### src/rtl/riscv_pkg.sv
// Shared RV32I decode definitions: opcodes, ALU operations, immediate formats
// and the ID/EX pipeline register layout.
package riscv_pkg;

  localparam int RV_XLEN = 32;

  localparam logic [6:0] OPC_LUI    = 7'b0110111;
  localparam logic [6:0] OPC_AUIPC  = 7'b0010111;
  localparam logic [6:0] OPC_JAL    = 7'b1101111;
  localparam logic [6:0] OPC_JALR   = 7'b1100111;
  localparam logic [6:0] OPC_BRANCH = 7'b1100011;
  localparam logic [6:0] OPC_LOAD   = 7'b0000011;
  localparam logic [6:0] OPC_STORE  = 7'b0100011;
  localparam logic [6:0] OPC_OP_IMM = 7'b0010011;
  localparam logic [6:0] OPC_OP     = 7'b0110011;

  typedef enum logic [3:0] {
    ALU_ADD, ALU_SUB, ALU_SLL, ALU_SLT, ALU_SLTU, ALU_XOR,
    ALU_SRL, ALU_SRA, ALU_OR, ALU_AND, ALU_PASSB
  } alu_op_t;

  typedef enum logic [2:0] {
    IMM_NONE, IMM_I, IMM_S, IMM_B, IMM_U, IMM_J
  } imm_fmt_t;

  typedef struct packed {
    logic               valid;
    logic [RV_XLEN-1:0] pc;
    logic [RV_XLEN-1:0] rs1_data;
    logic [RV_XLEN-1:0] rs2_data;
    logic [RV_XLEN-1:0] imm;
    logic [4:0]         rs1;
    logic [4:0]         rs2;
    logic [4:0]         rd;
    alu_op_t            alu_op;
    logic               alu_src_imm;
    logic               alu_src_pc;
    logic               mem_read;
    logic               mem_write;
    logic [2:0]         funct3;
    logic               reg_write;
    logic               branch;
    logic               jump;
    logic               jalr;
    logic               illegal;
  } id_ex_t;

  function automatic logic [RV_XLEN-1:0] imm_gen(imm_fmt_t fmt, logic [31:0] ins);
    case (fmt)
      IMM_I:   return {{20{ins[31]}}, ins[31:20]};
      IMM_S:   return {{20{ins[31]}}, ins[31:25], ins[11:7]};
      IMM_B:   return {{19{ins[31]}}, ins[31], ins[7], ins[30:25], ins[11:8], 1'b0};
      IMM_U:   return {ins[31:12], 12'b0};
      IMM_J:   return {{11{ins[31]}}, ins[31], ins[19:12], ins[20], ins[30:21], 1'b0};
      default: return '0;
    endcase
  endfunction

  // Shared by OP and OP-IMM; alt is funct7[5], sub_ok is false for OP-IMM.
  function automatic alu_op_t alu_from_funct3(logic [2:0] f3, logic alt, logic sub_ok);
    case (f3)
      3'b000:  return (alt && sub_ok) ? ALU_SUB : ALU_ADD;
      3'b001:  return ALU_SLL;
      3'b010:  return ALU_SLT;
      3'b011:  return ALU_SLTU;
      3'b100:  return ALU_XOR;
      3'b101:  return alt ? ALU_SRA : ALU_SRL;
      3'b110:  return ALU_OR;
      default: return ALU_AND;
    endcase
  endfunction

endpackage

### src/rtl/decode_stage_if.sv
// ID/EX bundle from decode to execute; decode drives the master side.
interface decode_stage_if
  import riscv_pkg::*;
#(
  parameter int XLEN = 32
);
  logic            ex_valid;
  logic [XLEN-1:0] ex_pc;
  logic [XLEN-1:0] ex_rs1_data;
  logic [XLEN-1:0] ex_rs2_data;
  logic [XLEN-1:0] ex_imm;
  logic [4:0]      ex_rs1;
  logic [4:0]      ex_rs2;
  logic [4:0]      ex_rd;
  alu_op_t         ex_alu_op;
  logic            ex_alu_src_imm;
  logic            ex_alu_src_pc;
  logic            ex_mem_read;
  logic            ex_mem_write;
  logic [2:0]      ex_funct3;
  logic            ex_reg_write;
  logic            ex_branch;
  logic            ex_jump;
  logic            ex_jalr;
  logic            ex_illegal;

  modport master (
    output ex_valid, ex_pc, ex_rs1_data, ex_rs2_data, ex_imm, ex_rs1, ex_rs2, ex_rd,
           ex_alu_op, ex_alu_src_imm, ex_alu_src_pc, ex_mem_read, ex_mem_write,
           ex_funct3, ex_reg_write, ex_branch, ex_jump, ex_jalr, ex_illegal
  );

  modport slave (
    input  ex_valid, ex_pc, ex_rs1_data, ex_rs2_data, ex_imm, ex_rs1, ex_rs2, ex_rd,
           ex_alu_op, ex_alu_src_imm, ex_alu_src_pc, ex_mem_read, ex_mem_write,
           ex_funct3, ex_reg_write, ex_branch, ex_jump, ex_jalr, ex_illegal
  );
endinterface

### src/rtl/regfile.sv
// Architectural register file: two asynchronous read ports with write-through,
// one synchronous write port, x0 hardwired to zero.
module regfile #(
  parameter int XLEN  = 32,
  parameter int NREGS = 32
) (
  input  logic            clk,
  input  logic            reset,
  input  logic [4:0]      raddr1,
  input  logic [4:0]      raddr2,
  output logic [XLEN-1:0] rdata1,
  output logic [XLEN-1:0] rdata2,
  input  logic            we,
  input  logic [4:0]      waddr,
  input  logic [XLEN-1:0] wdata
);

  logic [XLEN-1:0] regs [NREGS];

  // NOTE: the register array is reset because architectural state must read
  // zero after reset; a plain RAM macro without reset would not satisfy that.
  always_ff @(posedge clk or posedge reset) begin
    if (reset) begin
      for (int i = 0; i < NREGS; i++) regs[i] <= '0;
    end else if (we && waddr != '0) begin
      regs[waddr] <= wdata;
    end
  end

  // Bypass the write port so decode captures a value retiring this cycle.
  assign rdata1 = (raddr1 == '0)              ? '0    :
                  (we && waddr == raddr1)     ? wdata : regs[raddr1];
  assign rdata2 = (raddr2 == '0)              ? '0    :
                  (we && waddr == raddr2)     ? wdata : regs[raddr2];

endmodule

### src/rtl/decode_stage.sv
// RV32I instruction decode: control/immediate decode, register read,
// load-use hazard detection and the ID/EX pipeline register.
module decode_stage
  import riscv_pkg::*;
#(
  parameter int XLEN  = 32,
  parameter int NREGS = 32
) (
  input  logic            clk,
  input  logic            reset,
  input  logic [XLEN-1:0] pc_in,
  input  logic [31:0]     instruction_in,
  input  logic            flush,
  input  logic            wb_en,
  input  logic [4:0]      wb_rd,
  input  logic [XLEN-1:0] wb_data,
  output logic            stall,
  decode_stage_if.master  ex
);

  logic [6:0]      opcode;
  logic [4:0]      rd, rs1, rs2;
  logic [2:0]      funct3;
  logic            funct7_5;
  imm_fmt_t        fmt;
  logic [4:0]      rs1_used, rs2_used;
  logic [XLEN-1:0] rs1_data, rs2_data;
  id_ex_t          dec, id_ex_d, id_ex_q;

  assign opcode   = instruction_in[6:0];
  assign rd       = instruction_in[11:7];
  assign funct3   = instruction_in[14:12];
  assign rs1      = instruction_in[19:15];
  assign rs2      = instruction_in[24:20];
  assign funct7_5 = instruction_in[30];

  // NOTE: every variable gets a default at the top of the block so no path
  // leaves it unassigned, which would otherwise infer a latch.
  always_comb begin
    dec          = '0;
    fmt          = IMM_NONE;
    rs1_used     = '0;
    rs2_used     = '0;
    dec.valid    = 1'b1;
    dec.pc       = pc_in;
    dec.funct3   = funct3;
    case (opcode)
      OPC_LUI: begin
        fmt = IMM_U; dec.rd = rd; dec.reg_write = 1'b1;
        dec.alu_op = ALU_PASSB; dec.alu_src_imm = 1'b1;
      end
      OPC_AUIPC: begin
        fmt = IMM_U; dec.rd = rd; dec.reg_write = 1'b1;
        dec.alu_src_imm = 1'b1; dec.alu_src_pc = 1'b1;
      end
      OPC_JAL: begin
        fmt = IMM_J; dec.rd = rd; dec.reg_write = 1'b1; dec.jump = 1'b1;
        dec.alu_src_imm = 1'b1; dec.alu_src_pc = 1'b1;
      end
      OPC_JALR: begin
        fmt = IMM_I; dec.rd = rd; rs1_used = rs1; dec.reg_write = 1'b1;
        dec.jump = 1'b1; dec.jalr = 1'b1; dec.alu_src_imm = 1'b1;
      end
      OPC_BRANCH: begin
        fmt = IMM_B; rs1_used = rs1; rs2_used = rs2;
        dec.branch = 1'b1; dec.alu_op = ALU_SUB;
      end
      OPC_LOAD: begin
        fmt = IMM_I; dec.rd = rd; rs1_used = rs1; dec.reg_write = 1'b1;
        dec.mem_read = 1'b1; dec.alu_src_imm = 1'b1;
      end
      OPC_STORE: begin
        fmt = IMM_S; rs1_used = rs1; rs2_used = rs2;
        dec.mem_write = 1'b1; dec.alu_src_imm = 1'b1;
      end
      OPC_OP_IMM: begin
        fmt = IMM_I; dec.rd = rd; rs1_used = rs1; dec.reg_write = 1'b1;
        dec.alu_src_imm = 1'b1;
        dec.alu_op = alu_from_funct3(funct3, funct7_5 && funct3 == 3'b101, 1'b0);
      end
      OPC_OP: begin
        dec.rd = rd; rs1_used = rs1; rs2_used = rs2; dec.reg_write = 1'b1;
        dec.alu_op = alu_from_funct3(funct3, funct7_5, 1'b1);
      end
      default: begin
        dec.illegal = 1'b1;
        dec.funct3  = '0;
      end
    endcase
    dec.imm = imm_gen(fmt, instruction_in);
    dec.rs1 = rs1_used;
    dec.rs2 = rs2_used;
    // All-zero word is the fetch reset value, not an illegal instruction.
    if (instruction_in == '0) dec = '0;
  end

  regfile #(.XLEN(XLEN), .NREGS(NREGS)) u_regfile (
    .clk    (clk),
    .reset  (reset),
    .raddr1 (rs1_used),
    .raddr2 (rs2_used),
    .rdata1 (rs1_data),
    .rdata2 (rs2_data),
    .we     (wb_en),
    .waddr  (wb_rd),
    .wdata  (wb_data)
  );

  // Uses only ID/EX state and the decoded source indices: no path from wb_*.
  assign stall = id_ex_q.valid && id_ex_q.mem_read && (id_ex_q.rd != '0) &&
                 ((id_ex_q.rd == rs1_used) || (id_ex_q.rd == rs2_used)) && !flush;

  always_comb begin
    id_ex_d          = dec;
    id_ex_d.rs1_data = rs1_data;
    id_ex_d.rs2_data = rs2_data;
    if (flush || stall) id_ex_d = '0;
  end

  // NOTE: sequential state uses non-blocking assignments so every flop samples
  // pre-edge values regardless of block ordering.
  always_ff @(posedge clk or posedge reset) begin
    if (reset) id_ex_q <= '0;
    else       id_ex_q <= id_ex_d;
  end

  assign ex.ex_valid       = id_ex_q.valid;
  assign ex.ex_pc          = id_ex_q.pc;
  assign ex.ex_rs1_data    = id_ex_q.rs1_data;
  assign ex.ex_rs2_data    = id_ex_q.rs2_data;
  assign ex.ex_imm         = id_ex_q.imm;
  assign ex.ex_rs1         = id_ex_q.rs1;
  assign ex.ex_rs2         = id_ex_q.rs2;
  assign ex.ex_rd          = id_ex_q.rd;
  assign ex.ex_alu_op      = id_ex_q.alu_op;
  assign ex.ex_alu_src_imm = id_ex_q.alu_src_imm;
  assign ex.ex_alu_src_pc  = id_ex_q.alu_src_pc;
  assign ex.ex_mem_read    = id_ex_q.mem_read;
  assign ex.ex_mem_write   = id_ex_q.mem_write;
  assign ex.ex_funct3      = id_ex_q.funct3;
  assign ex.ex_reg_write   = id_ex_q.reg_write;
  assign ex.ex_branch      = id_ex_q.branch;
  assign ex.ex_jump        = id_ex_q.jump;
  assign ex.ex_jalr        = id_ex_q.jalr;
  assign ex.ex_illegal     = id_ex_q.illegal;

endmodule

### src/flat_wrapper.sv
// flat-port wrapper written by rule: the top's interface ports become plain ports
module decode_stage_flat import riscv_pkg::*;
#(
  parameter int XLEN  = 32,
  parameter int NREGS = 32
)
  (clk, reset, pc_in, instruction_in, flush, wb_en, wb_rd, wb_data, stall, ex_ex_valid, ex_ex_pc, ex_ex_rs1_data, ex_ex_rs2_data, ex_ex_imm, ex_ex_rs1, ex_ex_rs2, ex_ex_rd, ex_ex_alu_op, ex_ex_alu_src_imm, ex_ex_alu_src_pc, ex_ex_mem_read, ex_ex_mem_write, ex_ex_funct3, ex_ex_reg_write, ex_ex_branch, ex_ex_jump, ex_ex_jalr, ex_ex_illegal);
  decode_stage_if #(.XLEN(XLEN)) ex_i ();
  input  logic clk;
  input  logic reset;
  input  logic [XLEN-1:0] pc_in;
  input  logic [31:0] instruction_in;
  input  logic flush;
  input  logic wb_en;
  input  logic [4:0] wb_rd;
  input  logic [XLEN-1:0] wb_data;
  output logic stall;
  output wire logic [$bits(ex_i.ex_valid)-1:0] ex_ex_valid;
  output wire logic [$bits(ex_i.ex_pc)-1:0] ex_ex_pc;
  output wire logic [$bits(ex_i.ex_rs1_data)-1:0] ex_ex_rs1_data;
  output wire logic [$bits(ex_i.ex_rs2_data)-1:0] ex_ex_rs2_data;
  output wire logic [$bits(ex_i.ex_imm)-1:0] ex_ex_imm;
  output wire logic [$bits(ex_i.ex_rs1)-1:0] ex_ex_rs1;
  output wire logic [$bits(ex_i.ex_rs2)-1:0] ex_ex_rs2;
  output wire logic [$bits(ex_i.ex_rd)-1:0] ex_ex_rd;
  output wire logic [$bits(ex_i.ex_alu_op)-1:0] ex_ex_alu_op;
  output wire logic [$bits(ex_i.ex_alu_src_imm)-1:0] ex_ex_alu_src_imm;
  output wire logic [$bits(ex_i.ex_alu_src_pc)-1:0] ex_ex_alu_src_pc;
  output wire logic [$bits(ex_i.ex_mem_read)-1:0] ex_ex_mem_read;
  output wire logic [$bits(ex_i.ex_mem_write)-1:0] ex_ex_mem_write;
  output wire logic [$bits(ex_i.ex_funct3)-1:0] ex_ex_funct3;
  output wire logic [$bits(ex_i.ex_reg_write)-1:0] ex_ex_reg_write;
  output wire logic [$bits(ex_i.ex_branch)-1:0] ex_ex_branch;
  output wire logic [$bits(ex_i.ex_jump)-1:0] ex_ex_jump;
  output wire logic [$bits(ex_i.ex_jalr)-1:0] ex_ex_jalr;
  output wire logic [$bits(ex_i.ex_illegal)-1:0] ex_ex_illegal;
  assign ex_ex_valid = ex_i.ex_valid;
  assign ex_ex_pc = ex_i.ex_pc;
  assign ex_ex_rs1_data = ex_i.ex_rs1_data;
  assign ex_ex_rs2_data = ex_i.ex_rs2_data;
  assign ex_ex_imm = ex_i.ex_imm;
  assign ex_ex_rs1 = ex_i.ex_rs1;
  assign ex_ex_rs2 = ex_i.ex_rs2;
  assign ex_ex_rd = ex_i.ex_rd;
  assign ex_ex_alu_op = ex_i.ex_alu_op;
  assign ex_ex_alu_src_imm = ex_i.ex_alu_src_imm;
  assign ex_ex_alu_src_pc = ex_i.ex_alu_src_pc;
  assign ex_ex_mem_read = ex_i.ex_mem_read;
  assign ex_ex_mem_write = ex_i.ex_mem_write;
  assign ex_ex_funct3 = ex_i.ex_funct3;
  assign ex_ex_reg_write = ex_i.ex_reg_write;
  assign ex_ex_branch = ex_i.ex_branch;
  assign ex_ex_jump = ex_i.ex_jump;
  assign ex_ex_jalr = ex_i.ex_jalr;
  assign ex_ex_illegal = ex_i.ex_illegal;
  decode_stage #(.XLEN(XLEN), .NREGS(NREGS)) u_core (.clk(clk), .reset(reset), .pc_in(pc_in), .instruction_in(instruction_in), .flush(flush), .wb_en(wb_en), .wb_rd(wb_rd), .wb_data(wb_data), .stall(stall), .ex(ex_i));
endmodule
### config.mk
export PLATFORM = sky130hd
export DESIGN_NAME = decode_stage_flat
export DESIGN_NICKNAME = d
export VERILOG_FILES = /design/src/rtl/riscv_pkg.sv /design/src/rtl/decode_stage_if.sv /design/src/rtl/regfile.sv /design/src/rtl/decode_stage.sv /design/src/flat_wrapper.sv
export SDC_FILE = /design/constraint.sdc
export NUM_CORES = 2
export LEC_CHECK = 0
export CAP_MARGIN = 15
export CORE_MARGIN = 3
export CORE_UTILIZATION = 63
export DETAILED_ROUTE_END_ITERATION = 12
export PLACE_DENSITY = 0.82
export SLEW_MARGIN = 40
export SYNTH_ARGS = -nofsm -noshare
export SYNTH_HDL_FRONTEND = slang
export SYNTH_SLANG_ARGS = --single-unit
### constraint.sdc
create_clock -name clk -period 89.3 [get_ports clk]
set_input_delay 17.86 -clock clk [delete_from_list [all_inputs] [get_ports clk]]
set_output_delay 17.86 -clock clk [all_outputs]
set_load 0.005 [all_outputs]
==> metrics.txt <==
max-slew violations 0; CP Launch Point instruction_in[5]; critical path, cell by cell clkdlybuf4s50_1, a21boi_2, nand2_1, buf_4, o22ai_1, and3_1, o21ai_2, nor2_1, clkdlybuf4s50_1; WP depth 9; FF-to-FF End u_core.ex.ex_illegal; vias in the first global route 51410; DRT iter0 DRCs 8700; setup TNS 0 ps; Worst R2R Start u_core.ex.ex_rd[0]; post-route ant nets 0; worst reg2reg setup slack 86220 ps; share of Yosys cell area claimed by the top area cell type 47.73%; global route overflow 0; CP dominant cell by count clkdlybuf4s50_1; synth unique cells 99; CTS resizes 0; Fin. Hold Viols 0; placed instance area 0.06544 sq mm; Slew HR 33.11%; CP max stage delay 760 ps; WL per Instance 36.41 um; # rows 114; worst vdd ir 0.02115 mV; worst path required time 71440 ps; DRC viols 0; Top FF cell, synth dfrtp_1; FFs w/ async S/R, synth 100.0%; worst setup path endpoint stall; M3 GR Usage 22.47%; Final min period 39200 ps; Final setup viols 0; Initial Util 63.90%; CTS max path bufs 3; CTS sink cnt 1184; CP endpoint kind primary output; clock root cell clkbuf_16; Vias 52410; CTS Buf Count 120; die width 319.9 um; Final Cycle Share 43.89%; share of cells above drive strength 1 30.77%; worst setup path class input pin to primary output; dominant cells by area after synthesis dfrtp_1 48%, mux2_2 20%, mux2i_1 7.0%; slowest CP cell clkdlybuf4s50_1; vias per cell 7.858; DIE AREA 0.1023 sq mm; RSZ-0062 raised after global routing no; syn avg cell area 11.69 sq um; Flop pwr share 47.7%; Post-Synthesis Cells 5309; GRT Total Usage 46.29%; placer's final routability congestion estimate 0.9242; Syn Std Cell Area 0.06207 sq mm; power per cell area 21.08 mW/mm^2; Clock transition at path regs 60 ps; Hold WC Path Type register to register; synth cell count leaders 1184 x dfrtp_1, 1119 x mux2_2, 433 x mux2i_1; DR pass1 iterations 12; number of flops mapped to enable cells by yosys 0; drt total wl 242.8 mm; num ports 266; met2 Use GR 64.09%; CTS tree built; GR peak layer met2; Crit path max-delay family buffers and inverters; area delta synth->final 12.23%; Comb power frac 16.1%; Worst Path Buf+Inv 3; # fillers 6564; Post-CTS Hold Buffers 0; hold slack 405.3 ps; Die Ht 319.9 um; register area share after synthesis 47.73%; largest net degree at the start of global routing 119; LEAKAGE 30.29 nW; Clock power frac 36.1%; first-pass GRT wire length 347.4 mm; Clock Latency Late Sink 750 ps; FF-to-FF path depth 6; cell-internal power 1.056 mW; CP Launch Type input pin; initial antenna violation count 22; most frequent cell after synthesis dfrtp_1; CP arrival 21340 ps; Core Area 0.09714 sq mm; Port-buffer cells 265; fmax 0.02551 GHz; Slew @ Worst Pin 1003 ps; max_cap viols 0; # H-tree levels 3; Tot Pwr 1.468 mW; Synth area leader dfrtp_1; Critical Path Fanout Max 14; NetSw 412.8 uW; YS warnings 0; Post-DP HPWL 133.5 mm; switch share 28.11%; Yosys reg bits 1184; post-route cell area 0.06966 sq mm; Final #Nets 5385; post-CTS setup buffers 0; run status completed; post-synthesis net count 5414; met1 Usage GRT 56.19%; Worst Skew 21.40 ps
cells by family after synthesis:
group                     after synthesis  synth area share (%)
AOI/OAI and AO/OA                    1093                 12.60
xor gates and xnor gates               13                0.1834
buffers and inverters                 575                 4.086
DFF                                  1184                 47.73
muxes                                1588                 28.59
and+or+nand+nor                       856                 6.807
area by class of cell:
type | count | area [sq um] | area share [%]
clock inverter | 57 | 688.2 | 0.9879
timing repair buffer | 407 | 3839 | 5.511
clock buffer | 166 | 3397 | 4.877
multi-input combinational | 3550 | 30400 | 43.64
inverter | 17 | 78.83 | 0.1132
sequential | 1184 | 29630 | 42.53
tap | 1276 | 1597 | 2.292
antenna | 13 | 32.53 | 0.04670
routing by layer:
metal / part of all wire, % / vias up
li1: - / 19790
met3: 17 / 1695
met4: 9.2 / 24
met5: 0.11 / -
met1: 33 / 25840
met2: 41 / 5063
worst min-delay path by stage:
stage	from	endpoint	slack [ps]	depth (start not counted)
final	u_core.u_regfile.regs[1003]	u_core.u_regfile.regs[1003]	410	0
after global routing	u_core.u_regfile.regs[1021]	u_core.u_regfile.regs[1021]	410	0
after CTS	u_core.u_regfile.regs[1022]	u_core.u_regfile.regs[1022]	400	0
after detailed placement	u_core.u_regfile.regs[1017]	u_core.u_regfile.regs[1017]	380	0
after global placement	u_core.u_regfile.regs[996]	u_core.u_regfile.regs[996]	380	0
after floorplan	u_core.u_regfile.regs[1014]	u_core.u_regfile.regs[1014]	440	1
power by group through the flow:
| stage | sequential (mW) | clock [mW] | combinational (mW) |
|---|---|---|---|
| final | 0.701 | 0.531 | 0.237 |
| after global routing | 0.708 | 0.549 | 0.251 |
| after CTS | 0.695 | 0.528 | 0.231 |
| after detailed placement | 0.703 | 0 | 0.228 |
| after global placement | 0.696 | 0 | 0.219 |
| after floorplan | 0.683 | 0 | 0.176 |
worst register-to-register path, stage by stage (launching register included):
cell	delay, ps
dfrtp_1	480
or2_2	350
o311a_1	340
a21oi_1	290
nand3_4	490
inv_2	720
and3_1	330
state kept, by name (all words and copies together), names as in the netlist, 3 cells and up:
name and cells:
u_core.ex.ex_funct3 3, u_core.ex.ex_imm 32, u_core.ex.ex_rs1 5, u_core.ex.ex_rs2 5, u_core.u_regfile.regs 1024, u_core.ex.ex_rs1_data 32, u_core.ex.ex_pc 32, u_core.ex.ex_rd 5
u_core.ex.ex_rs2_data 32, u_core.ex.ex_alu_op 4
cells in the final DEF (no fill, tap or decap), types with 47 or more instances in the layout:
master	instances
a211oi_1	71
o2bb2ai_1	57
a22oi_1	110
o221ai_1	52
a21oi_1	170
and2_1	47
clkdlybuf4s50_1	232
o21ai_0	160
clkbuf_16	121
buf_4	116
nor2_1	230
dfrtp_1	1184
nor3_1	113
mux2_2	1119
o22ai_1	129
mux2i_1	433
nand2_1	214
stage by stage:
| stage | util [%] | instances | worst slack, ps |
|---|---|---|---|
| after floorplan | - | 5309 | 38090 |
| after global placement | 67.19 | 6423 | 50110 |
| after detailed placement | 67.37 | 6433 | 50020 |
| after CTS | 71.58 | 6656 | 50010 |
| after global routing | 71.68 | 6658 | 50080 |
| final | 71.71 | 6670 | 50100 |
No activity file was read; power rests on OpenSTA's default activity.
